`config.mk`:
```
export PLATFORM = sky130hd
export DESIGN_NAME = uvmt_cv32e40x_pma_lookup_sequencer
export DESIGN_NICKNAME = d
export VERILOG_FILES = /design/src/rtl/uvmt_cv32e40x_pkg.sv /design/src/rtl/uvmt_cv32e40x_rr_arbiter2.sv /design/src/rtl/uvmt_cv32e40x_pma_lookup_sequencer.sv
export SDC_FILE = /design/constraint.sdc
export NUM_CORES = 1
export LEC_CHECK = 0
export ABC_AREA = 1
export BUFFER_PORTS_ARGS = -buffer_cell sky130_fd_sc_hd__buf_2
export CORE_MARGIN = 2
export CORE_UTILIZATION = 52
export DETAILED_ROUTE_END_ITERATION = 12
export PLACE_DENSITY_LB_ADDON = 0.25
export SLEW_MARGIN = 20
export SYNTH_ARGS = -nofsm -noshare
export SYNTH_HDL_FRONTEND = slang
export SYNTH_SLANG_ARGS = --single-unit
```
`constraint.sdc`:
```
create_clock -name clk -period 2.42 [get_ports clk]
set_input_delay 0.363 -clock clk [delete_from_list [all_inputs] [get_ports clk]]
set_output_delay 0.363 -clock clk [all_outputs]
set_load 0.03 [all_outputs]
```
`src/rtl/uvmt_cv32e40x_pkg.sv`:
```
// Shared types and helpers for the CV32E40X data-side PMA lookup sequencer.
package uvmt_cv32e40x_pkg;

   localparam logic [3:0] PMA_SEQ_WORD_BYTES = 4'd4;

   // Result of one combinational PMA region lookup.
   typedef struct packed {
      logic allow;
      logic main;
      logic bufferable;
   } pma_status_t;

   typedef enum logic [1:0] {
      PMA_SEQ_IDLE      = 2'd0,
      PMA_SEQ_LOOKUP_LO = 2'd1,
      PMA_SEQ_LOOKUP_HI = 2'd2,
      PMA_SEQ_RESP      = 2'd3
   } pma_seq_state_e;

   // Request as held while the lookups are in progress (size already normalised).
   typedef struct packed {
      logic [31:0] addr;
      logic [1:0]  size;
      logic        load;
      logic        dbg;
      logic        pushpop;
      logic        id;
   } pma_seq_req_t;

   // Number of bytes touched by an access of the given (normalised) size.
   function automatic logic [3:0] pma_seq_bytes(input logic [1:0] size);
      logic [3:0] bytes;
      case (size)
         2'd0:    bytes = 4'd1;
         2'd1:    bytes = 4'd2;
         default: bytes = 4'd4;
      endcase
      return bytes;
   endfunction

   // Address is not a multiple of the access size.
   function automatic logic pma_seq_misaligned(input logic [1:0] addr_lo, input logic [1:0] size);
      return (({2'b00, addr_lo} & (pma_seq_bytes(size) - 4'd1)) != 4'd0);
   endfunction

   // Access spills over into the next word.
   function automatic logic pma_seq_split(input logic [1:0] addr_lo, input logic [1:0] size);
      return (({2'b00, addr_lo} + pma_seq_bytes(size)) > PMA_SEQ_WORD_BYTES);
   endfunction

endpackage

```
`src/rtl/uvmt_cv32e40x_rr_arbiter2.sv`:
```
// Two-port round-robin arbiter; the last-grant pointer only moves when a grant is accepted.
module uvmt_cv32e40x_rr_arbiter2 (
   input  logic       clk,
   input  logic       rst_n,
   input  logic [1:0] req,
   input  logic       accept,
   output logic [1:0] gnt
);

   logic last_r;

   // Grant a lone requester; on contention favour the port not granted last.
   always_comb begin
      gnt = 2'b00;
      case (req)
         2'b01:   gnt = 2'b01;
         2'b10:   gnt = 2'b10;
         2'b11:   gnt = last_r ? 2'b01 : 2'b10;
         default: gnt = 2'b00;
      endcase
   end

   // Remember which port won the most recent accepted grant (reset favours port 0 next).
   always_ff @(posedge clk) begin
      if (!rst_n) begin
         last_r <= 1'b1;
      end else if (accept) begin
         last_r <= gnt[1];
      end else begin
         last_r <= last_r;
      end
   end

endmodule

```
`src/rtl/uvmt_cv32e40x_pma_lookup_sequencer.sv`:
```
// Shares one data-side PMA lookup port between two requesters, splitting word-crossing
// accesses into two lookups and returning one merged, tagged response per request.
// Optional feature: define UVMT_CV32E40X_PMA_SEQ_STATS_EN to add saturating statistics counters.
module uvmt_cv32e40x_pma_lookup_sequencer
   import uvmt_cv32e40x_pkg::*;
#(
   parameter int NUM_REQ = 2
) (
   input  logic                       clk,
   input  logic                       rst_n,
   input  logic [NUM_REQ-1:0]         req_valid_i,
   output logic [NUM_REQ-1:0]         req_ready_o,
   input  logic [NUM_REQ-1:0][31:0]   req_addr_i,
   input  logic [NUM_REQ-1:0][1:0]    req_size_i,
   input  logic [NUM_REQ-1:0]         req_load_i,
   input  logic [NUM_REQ-1:0]         req_dbg_i,
   input  logic [NUM_REQ-1:0]         req_pushpop_i,
   output logic [31:0]                pma_addr_o,
   output logic                       pma_misaligned_o,
   output logic                       pma_load_o,
   output logic                       pma_dbg_o,
   output logic                       pma_pushpop_o,
   input  pma_status_t                pma_status_i,
   output logic                       rsp_valid_o,
   input  logic                       rsp_ready_i,
   output logic                       rsp_id_o,
   output logic                       rsp_allow_o,
   output logic                       rsp_main_o,
   output logic                       rsp_bufferable_o,
   output logic                       rsp_split_o,
   output logic [31:0]                rsp_fault_addr_o
`ifdef UVMT_CV32E40X_PMA_SEQ_STATS_EN
  ,output logic [31:0]                stat_split_cnt_o,
   output logic [31:0]                stat_deny_cnt_o,
   output logic [31:0]                stat_illegal_cnt_o
`endif
);

   if (NUM_REQ != 2) begin : g_num_req_check
      $error("uvmt_cv32e40x_pma_lookup_sequencer supports exactly two requesters");
   end

   pma_seq_state_e state_r;
   pma_seq_state_e state_nxt_s;
   pma_seq_req_t   req_r;
   logic           illegal_r;
   logic           allow_r;
   logic           main_r;
   logic           buf_r;
   logic           lo_deny_r;
   logic [31:0]    fault_r;
   logic [1:0]     gnt_s;
   logic           accept_s;
   logic           sel_s;
   logic           split_s;
   logic           mis_s;
   logic [31:0]    hi_addr_s;

   assign sel_s     = gnt_s[1];
   assign accept_s  = (state_r == PMA_SEQ_IDLE) && ((req_valid_i & gnt_s) != 2'b00);
   assign split_s   = pma_seq_split(req_r.addr[1:0], req_r.size);
   assign mis_s     = pma_seq_misaligned(req_r.addr[1:0], req_r.size);
   assign hi_addr_s = {req_r.addr[31:2], 2'b00} + 32'd4;

   uvmt_cv32e40x_rr_arbiter2 u_arb (
      .clk    (clk),
      .rst_n  (rst_n),
      .req    (req_valid_i),
      .accept (accept_s),
      .gnt    (gnt_s)
   );

   // FSM state register.
   always_ff @(posedge clk) begin
      if (!rst_n) begin
         state_r <= PMA_SEQ_IDLE;
      end else begin
         state_r <= state_nxt_s;
      end
   end

   // Next-state decode plus the request, lookup and response outputs of each state.
   always_comb begin
      state_nxt_s      = state_r;
      req_ready_o      = 2'b00;
      pma_addr_o       = 32'd0;
      pma_misaligned_o = 1'b0;
      pma_load_o       = 1'b0;
      pma_dbg_o        = 1'b0;
      pma_pushpop_o    = 1'b0;
      rsp_valid_o      = 1'b0;
      rsp_id_o         = 1'b0;
      rsp_allow_o      = 1'b0;
      rsp_main_o       = 1'b0;
      rsp_bufferable_o = 1'b0;
      rsp_split_o      = 1'b0;
      rsp_fault_addr_o = 32'd0;
      case (state_r)
         PMA_SEQ_IDLE: begin
            req_ready_o = gnt_s;
            if (accept_s) begin
               state_nxt_s = PMA_SEQ_LOOKUP_LO;
            end else begin
               state_nxt_s = PMA_SEQ_IDLE;
            end
         end
         PMA_SEQ_LOOKUP_LO: begin
            pma_addr_o       = req_r.addr;
            pma_misaligned_o = mis_s;
            pma_load_o       = req_r.load;
            pma_dbg_o        = req_r.dbg;
            pma_pushpop_o    = req_r.pushpop;
            if (split_s) begin
               state_nxt_s = PMA_SEQ_LOOKUP_HI;
            end else begin
               state_nxt_s = PMA_SEQ_RESP;
            end
         end
         PMA_SEQ_LOOKUP_HI: begin
            pma_addr_o       = hi_addr_s;
            pma_misaligned_o = mis_s;
            pma_load_o       = req_r.load;
            pma_dbg_o        = req_r.dbg;
            pma_pushpop_o    = req_r.pushpop;
            state_nxt_s      = PMA_SEQ_RESP;
         end
         PMA_SEQ_RESP: begin
            rsp_valid_o      = 1'b1;
            rsp_id_o         = req_r.id;
            rsp_allow_o      = allow_r;
            rsp_main_o       = main_r;
            rsp_bufferable_o = buf_r;
            rsp_split_o      = split_s;
            rsp_fault_addr_o = fault_r;
            if (rsp_ready_i) begin
               state_nxt_s = PMA_SEQ_IDLE;
            end else begin
               state_nxt_s = PMA_SEQ_RESP;
            end
         end
         default: begin
            state_nxt_s = PMA_SEQ_IDLE;
         end
      endcase
   end

   // Latch the granted request and fold each lookup result into the merged response.
   always_ff @(posedge clk) begin
      if (!rst_n) begin
         req_r     <= '0;
         illegal_r <= 1'b0;
         allow_r   <= 1'b0;
         main_r    <= 1'b0;
         buf_r     <= 1'b0;
         lo_deny_r <= 1'b0;
         fault_r   <= 32'd0;
      end else begin
         case (state_r)
            PMA_SEQ_IDLE: begin
               if (accept_s) begin
                  req_r.addr    <= req_addr_i[sel_s];
                  req_r.size    <= (req_size_i[sel_s] == 2'd3) ? 2'd2 : req_size_i[sel_s];
                  req_r.load    <= req_load_i[sel_s];
                  req_r.dbg     <= req_dbg_i[sel_s];
                  req_r.pushpop <= req_pushpop_i[sel_s];
                  req_r.id      <= sel_s;
                  illegal_r     <= (req_size_i[sel_s] == 2'd3);
               end else begin
                  req_r     <= req_r;
                  illegal_r <= illegal_r;
               end
            end
            PMA_SEQ_LOOKUP_LO: begin
               allow_r   <= pma_status_i.allow;
               main_r    <= pma_status_i.main;
               buf_r     <= pma_status_i.bufferable;
               lo_deny_r <= !pma_status_i.allow;
               fault_r   <= pma_status_i.allow ? 32'd0 : req_r.addr;
            end
            PMA_SEQ_LOOKUP_HI: begin
               allow_r <= allow_r & pma_status_i.allow;
               main_r  <= main_r & pma_status_i.main;
               buf_r   <= buf_r & pma_status_i.bufferable;
               // The low address keeps priority when both halves deny.
               if (!lo_deny_r && !pma_status_i.allow) begin
                  fault_r <= hi_addr_s;
               end else begin
                  fault_r <= fault_r;
               end
            end
            default: begin
               req_r <= req_r;
            end
         endcase
      end
   end

`ifdef UVMT_CV32E40X_PMA_SEQ_STATS_EN
   logic [31:0] stat_split_r;
   logic [31:0] stat_deny_r;
   logic [31:0] stat_illegal_r;
   logic        rsp_hs_s;

   assign rsp_hs_s           = (state_r == PMA_SEQ_RESP) && rsp_ready_i;
   assign stat_split_cnt_o   = stat_split_r;
   assign stat_deny_cnt_o    = stat_deny_r;
   assign stat_illegal_cnt_o = stat_illegal_r;

   // Saturating event counters, bumped once per completed response.
   always_ff @(posedge clk) begin
      if (!rst_n) begin
         stat_split_r   <= 32'd0;
         stat_deny_r    <= 32'd0;
         stat_illegal_r <= 32'd0;
      end else begin
         if (rsp_hs_s && split_s && (stat_split_r != 32'hFFFF_FFFF)) begin
            stat_split_r <= stat_split_r + 32'd1;
         end else begin
            stat_split_r <= stat_split_r;
         end
         if (rsp_hs_s && !allow_r && (stat_deny_r != 32'hFFFF_FFFF)) begin
            stat_deny_r <= stat_deny_r + 32'd1;
         end else begin
            stat_deny_r <= stat_deny_r;
         end
         if (rsp_hs_s && illegal_r && (stat_illegal_r != 32'hFFFF_FFFF)) begin
            stat_illegal_r <= stat_illegal_r + 32'd1;
         end else begin
            stat_illegal_r <= stat_illegal_r;
         end
      end
   end
`endif

endmodule

```
### Yosys cells after proc, flatten, opt, wreduce, memory -nomap -nowiden

Cells that the tools add are included.

* add/sub/neg operators: 3
* multipliers: 0
* div/mod/pow operators: 0
* order comparisons: 2
* equality and inequality tests: 9
* shifts and indexed selects: 0
* mux-type cells: 37
* bitwise logic cells: 5
* reduce and logical (&&, ||, !) cells: 12

Operators by type and width (count)
* $mux W32: 5
* $pmux W32 S2: 2
* $add A32 B3 Y32 const B: 1
* $mux W1: 18
* $mux W2: 6
* $eq A2 B2 Y1 const B: 5
* $pmux W2 S4: 1
* $eq A2 B1 Y1 const B: 3
* $pmux W1 S2: 3
* $pmux W2 S3: 1
* $pmux W3 S2: 1
* $add A2 B4 Y4: 1
* $and A2 B4 Y4: 1
* $gt A4 B3 Y1 const B: 1
* $logic_not A2 Y1: 2
* $reduce_and A2 Y1: 2
* $reduce_bool A2 Y1: 2
* $reduce_bool A4 Y1: 1
* $sub A4 B1 Y4 const B: 1
* $and A1 B1 Y1: 3
* $and A2 B2 Y2: 1
* $logic_and A1 B1 Y1: 2
* $logic_not A1 Y1: 2
* $lt A1 B2 Y1 const B: 1
* 2 further kinds: 2

* register bits after elaboration: 77
* latch bits: 0
* bits in writable memories: 0
* bits in read-only memories: 0
* input bits: 82
* word-level logic and storage cells: 81
* memories kept: 0

### Longest topological paths before layout

* depth in word-level cells: 7
* mapped depth: 10
* gate-level depth less buffers: 9

### Modules after synthesis

Synthesis repeated with hierarchy kept, for this count alone.

* cell total of the unflattened synthesis: 829
* area total of the unflattened synthesis: 5052.3 um^2

By module, submodules not included
* uvmt_cv32e40x_pma_lookup_sequencer: instances 1, cells an instance 819, area each 4989.8 um^2, seq. area each 1521.5 um^2
* uvmt_cv32e40x_rr_arbiter2: instances 1, cells an instance 10, area each 62.6 um^2, seq. area each 20.0 um^2

### Worst setup path after synthesis

OpenSTA, ideal clock, no wires.

* path kind: reg-to-output
* start: register req_r[5] (netlist bit)
* end: output rsp_split_o
* data arrival time: 1.752 ns
* required time: 2.057 ns
* path slack: 0.305 ns
* stages on the path, launching flop included: 6
* buffers on the path: 0
* path through: dfxtp_1 -> nor2_1 -> ha_1 -> fa_1 -> o211ai_1 -> a21oi_1

* cells in the longest elaborated chain, start to end: 5
* elaborated cells between the ends (all ways): 6
* classes of those cells: add/sub (1); order compare (1); eq/ne (1); mux (2); reduce/logical (1)

Ends and longest elaborated chain
* start: declaration: line uvmt_cv32e40x_pma_lookup_sequencer.sv:45 `pma_seq_req_t req_r;`
* start signal: assignment: line uvmt_cv32e40x_pma_lookup_sequencer.sv:169 `req_r <= req_r;`
* start signal: assignment: line uvmt_cv32e40x_pma_lookup_sequencer.sv:192 `req_r <= req_r;`
* $eq A2 B1 Y1 or $logic_not A2 Y1 (tied branches): line uvmt_cv32e40x_pkg.sv:33 `case (size)`
* $pmux W3 S2 (*): line uvmt_cv32e40x_pkg.sv:33
* $add A2 B4 Y4 (*): line uvmt_cv32e40x_pkg.sv:48 `return (({2'b00, addr_lo} + pma_seq_bytes(size)) > PMA_SEQ_WORD_BYTES);`
* $gt A4 B3 Y1 (*): line uvmt_cv32e40x_pkg.sv:48
* $mux W1 (*): line uvmt_cv32e40x_pma_lookup_sequencer.sv:98 `case (state_r)`
* end: declaration: line uvmt_cv32e40x_pma_lookup_sequencer.sv:30 `output logic rsp_split_o,`

Mark *: on every way between the ends. The rest lies on a longest branch, timed or not.

### Worst setup path after layout

Ends and elaborated chain as after synthesis.

==> parameters.txt <==
Parameter                              Value

Status
  Run status    finished, final reports clean

Setup path
  Crit. Startpoint    req_r[5]
  Top fanout value on the critical path    6
  Endpoint required time on the critical path    between 2 and 2.5 ns
  Critical path type    reg2out
  Largest stage delay on the critical path    slightly below 0.4 ns
  R2r startpoint    state_r[0]
  CP endpoint kind    output port
  Arrival @ worst endpoint    2.00 ns
  Worst-path cell with the longest stage delay    dfxtp_4
  Nature of the critical path startpoint    flip-flop
  CP cell instances    nor2_4 > ha_4 > fa_2 > buf_4 > nand2_1 > o211ai_1 > a21oi_1 > buf_4
  Crit-path most repeated cell    buf_4

CTS
  Clock root buffer master    clkbuf_8
  CTS buffer count    9
  CTS sink count    77
  Reg clk slew, reported paths    approximately 0.090 ns
  Clock latency on the worst-skew pair    around 0.35 ns
  Buffers from clock root to sink, at most    2
  CTS tree    built
  H-tree depth    3

STA
  Max Clock Freq    ~0.42 GHz
  Headroom to the max-slew limit    0.650
  Setup TNS    0 ns
  Clock period minus worst slack    between 2 and 2.5 ns
  Fin. Hold Viols    0
  Slew Viols, Final    0
  Transition time at the pin with the least slew margin    0.524 ns
  Clock Skews    between 0.01 and 0.015 ns
  Setup violators final    0
  Final worst hold slack    approximately 0.20 ns
  Period Utilization, post-route    0.977

Global routing
  Global-route wire length before repair    24400 µm
  Global routing usage summed across all routing layers    0.296
  Total congestion overflow    0
  Number of antenna violations at the first check in global routing    0
  Via count of the first global-routing pass    between 4000 and 5000
  Maximum number of pins on one net before global-route repair    43

Route
  Count of unresolved DRC violations after routing    0
  WL final    between 15000 and 20000 µm
  Count of TritonRoute iterations in the first routing pass    5
  Vias per inst    between 5 and 6
  1st-iter DRT viols    522
  Vias after detailed routing    ~5800
  Mean routed wirelength per cell    between 10 and 15 µm
  Routed Antenna Nets    0

Layout
  Most common library cell in the layout ignoring fill and taps    nand2_1
  Syn-to-layout area delta    26.1%
  Fraction of layout instances using a drive strength above 1    0.284
  Finished Layout Cells    1080
  Final Util    0.675
  Final layout net count    roughly 1000
  Count of inserted antenna diode cells    0
  Leading cell types in the layout, fill and taps excluded    nand2_1, buf_2, a21oi_1

Min path
  Startpoint of the worst hold path    pma_status_i[2]
  Path category of the worst min-delay check    in2reg

Run
  # Max-Cap Violations    0

Pwr
  Ratio of total power to cell area    around 700 nW/µm²
  Total leakage power    roughly 3.1 nW
  Max rail drop VDD    approximately 320 µV

Placement
  IO Port Bufs    ~160
  Routability-driven placement congestion ratio    roughly 0.94
  Post-DP HPWL    between 10000 and 15000 µm
  Post-placement cell count    between 1000 and 1500

Die
  Die height    just over 100 µm
  Die area    10300 µm²
  Width of the chip    102 µm
  Effective utilization at floorplan    0.535
  Total number of placement rows    35
  Standard cell core area    between 9000 and 10000 µm²
  I/O pin cnt    around 160

Synth
  Average cell area after synthesis    roughly 6.1 µm²
  Netlist area before placement    slightly below 5000 µm²
  Distinct cell type count of the synthesized netlist    30
  Seq cells post-synth    77
  Cell count after synthesis    slightly above 800
  Net count after synthesis    between 800 and 900
  Portion of the post-synthesis area used by sequential elements    0.312
  Syn. warnings    0
[report_power, final]
part / total (mW) / internal (mW) / switching [mW]
logic: 1.66 / 0.549 / 1.11
registers: 1.84 / 1.55 / 0.286
clock network: 0.928 / 0.452 / 0.476
[path summary, 6_finish.rpt]
check	to	slack, ns	cells after the start
min	lo_deny_r	0.20	2
max reg2reg	fault_r[20]	0.42	8
max	rsp_split_o	0.06	8
min reg2reg	req_r[1]	0.47	2
[cell usage after synthesis (all sizes together)]
master / n / area [µm²]
nand2: 184 / 713
a21oi: 137 / 686
nor2: 121 / 514
inv: 92 / 345
dfxtp: 77 / 1540
o21ai: 65 / 337
nand3: 36 / 200
clkbuf: 26 / 98.8
o31ai: 25 / 188
buf: 22 / 131
ha: 8 / 100
a31oi: 3 / 18.8
and2: 2 / 12.5
or2: 2 / 12.5
a211oi: 1 / 7.51
a22oi: 1 / 7.51
clkinv: 1 / 3.75
fa: 1 / 20.0
o211ai: 1 / 7.51
[worst max-delay path, delay by kind of cell (launching register included)]
family	cells	cell delay (ns)
adders and majority gates	2	0.51
DFF	1	0.39
buffers and inverters	2	0.33
AOI/OAI and AO/OA	2	0.31
and+or+nand+nor	2	0.10
[through the flow]
step | worst slack [ns] | instance area, µm² | total power [mW]
global route | -0.0593 | 6240 | 4.69
CTS | 0.00148 | 6000 | 4.30
floorplan | 0.305 | 4940 | 2.87
detailed placement | 0.299 | 5810 | 3.39
finish | 0.0567 | 6240 | 4.43
global placement | 0.359 | 5810 | 3.38
[state kept, by name, summed over array words and instances (netlist names)]
signal,cells
buf_r,1
state_r,2
allow_r,1
fault_r,32
u_arb.last_r,1
req_r,38
main_r,1
lo_deny_r,1
[final cells by class]
class	instances	area [µm²]
tap	129	161
fill	876	3000
sequential	77	1600
clock buffer	12	165
timing repair buffer	179	1010
inverter	93	349
multi-input combinational	587	2940
clock inverter	3	18.8
[per-layer routing]
| metal | global-route usage | vias to the layer above | share of wire |
|---|---|---|---|
| met1 | 0.475 | 2518 | 0.48 |
| met3 | 0.0504 | 19 | 0.099 |
| met4 | 0.0665 | 0 | 0.011 |
| li1 | - | 2891 | - |
| met2 | 0.407 | 323 | 0.41 |
| met5 | 0 | - | 0 |
[what timing repair did]
action,CTS,global route
setup buffers,0,7
setup endpoints to repair,7,25
resized for setup,3,77
pin swaps,0,13
hold buffers,0,0
[kinds of logic after synthesis]
group                    Yosys count  share of synthesized area
adder cells (fa/ha/maj)            9                     0.0243
buffers and inverters            141                      0.117
AO/OA/AOI/OAI                    233                      0.253
AND/OR/NAND/NOR                  345                      0.294
flip-flops                        77                      0.312
Power figures use the tool's default switching activity.
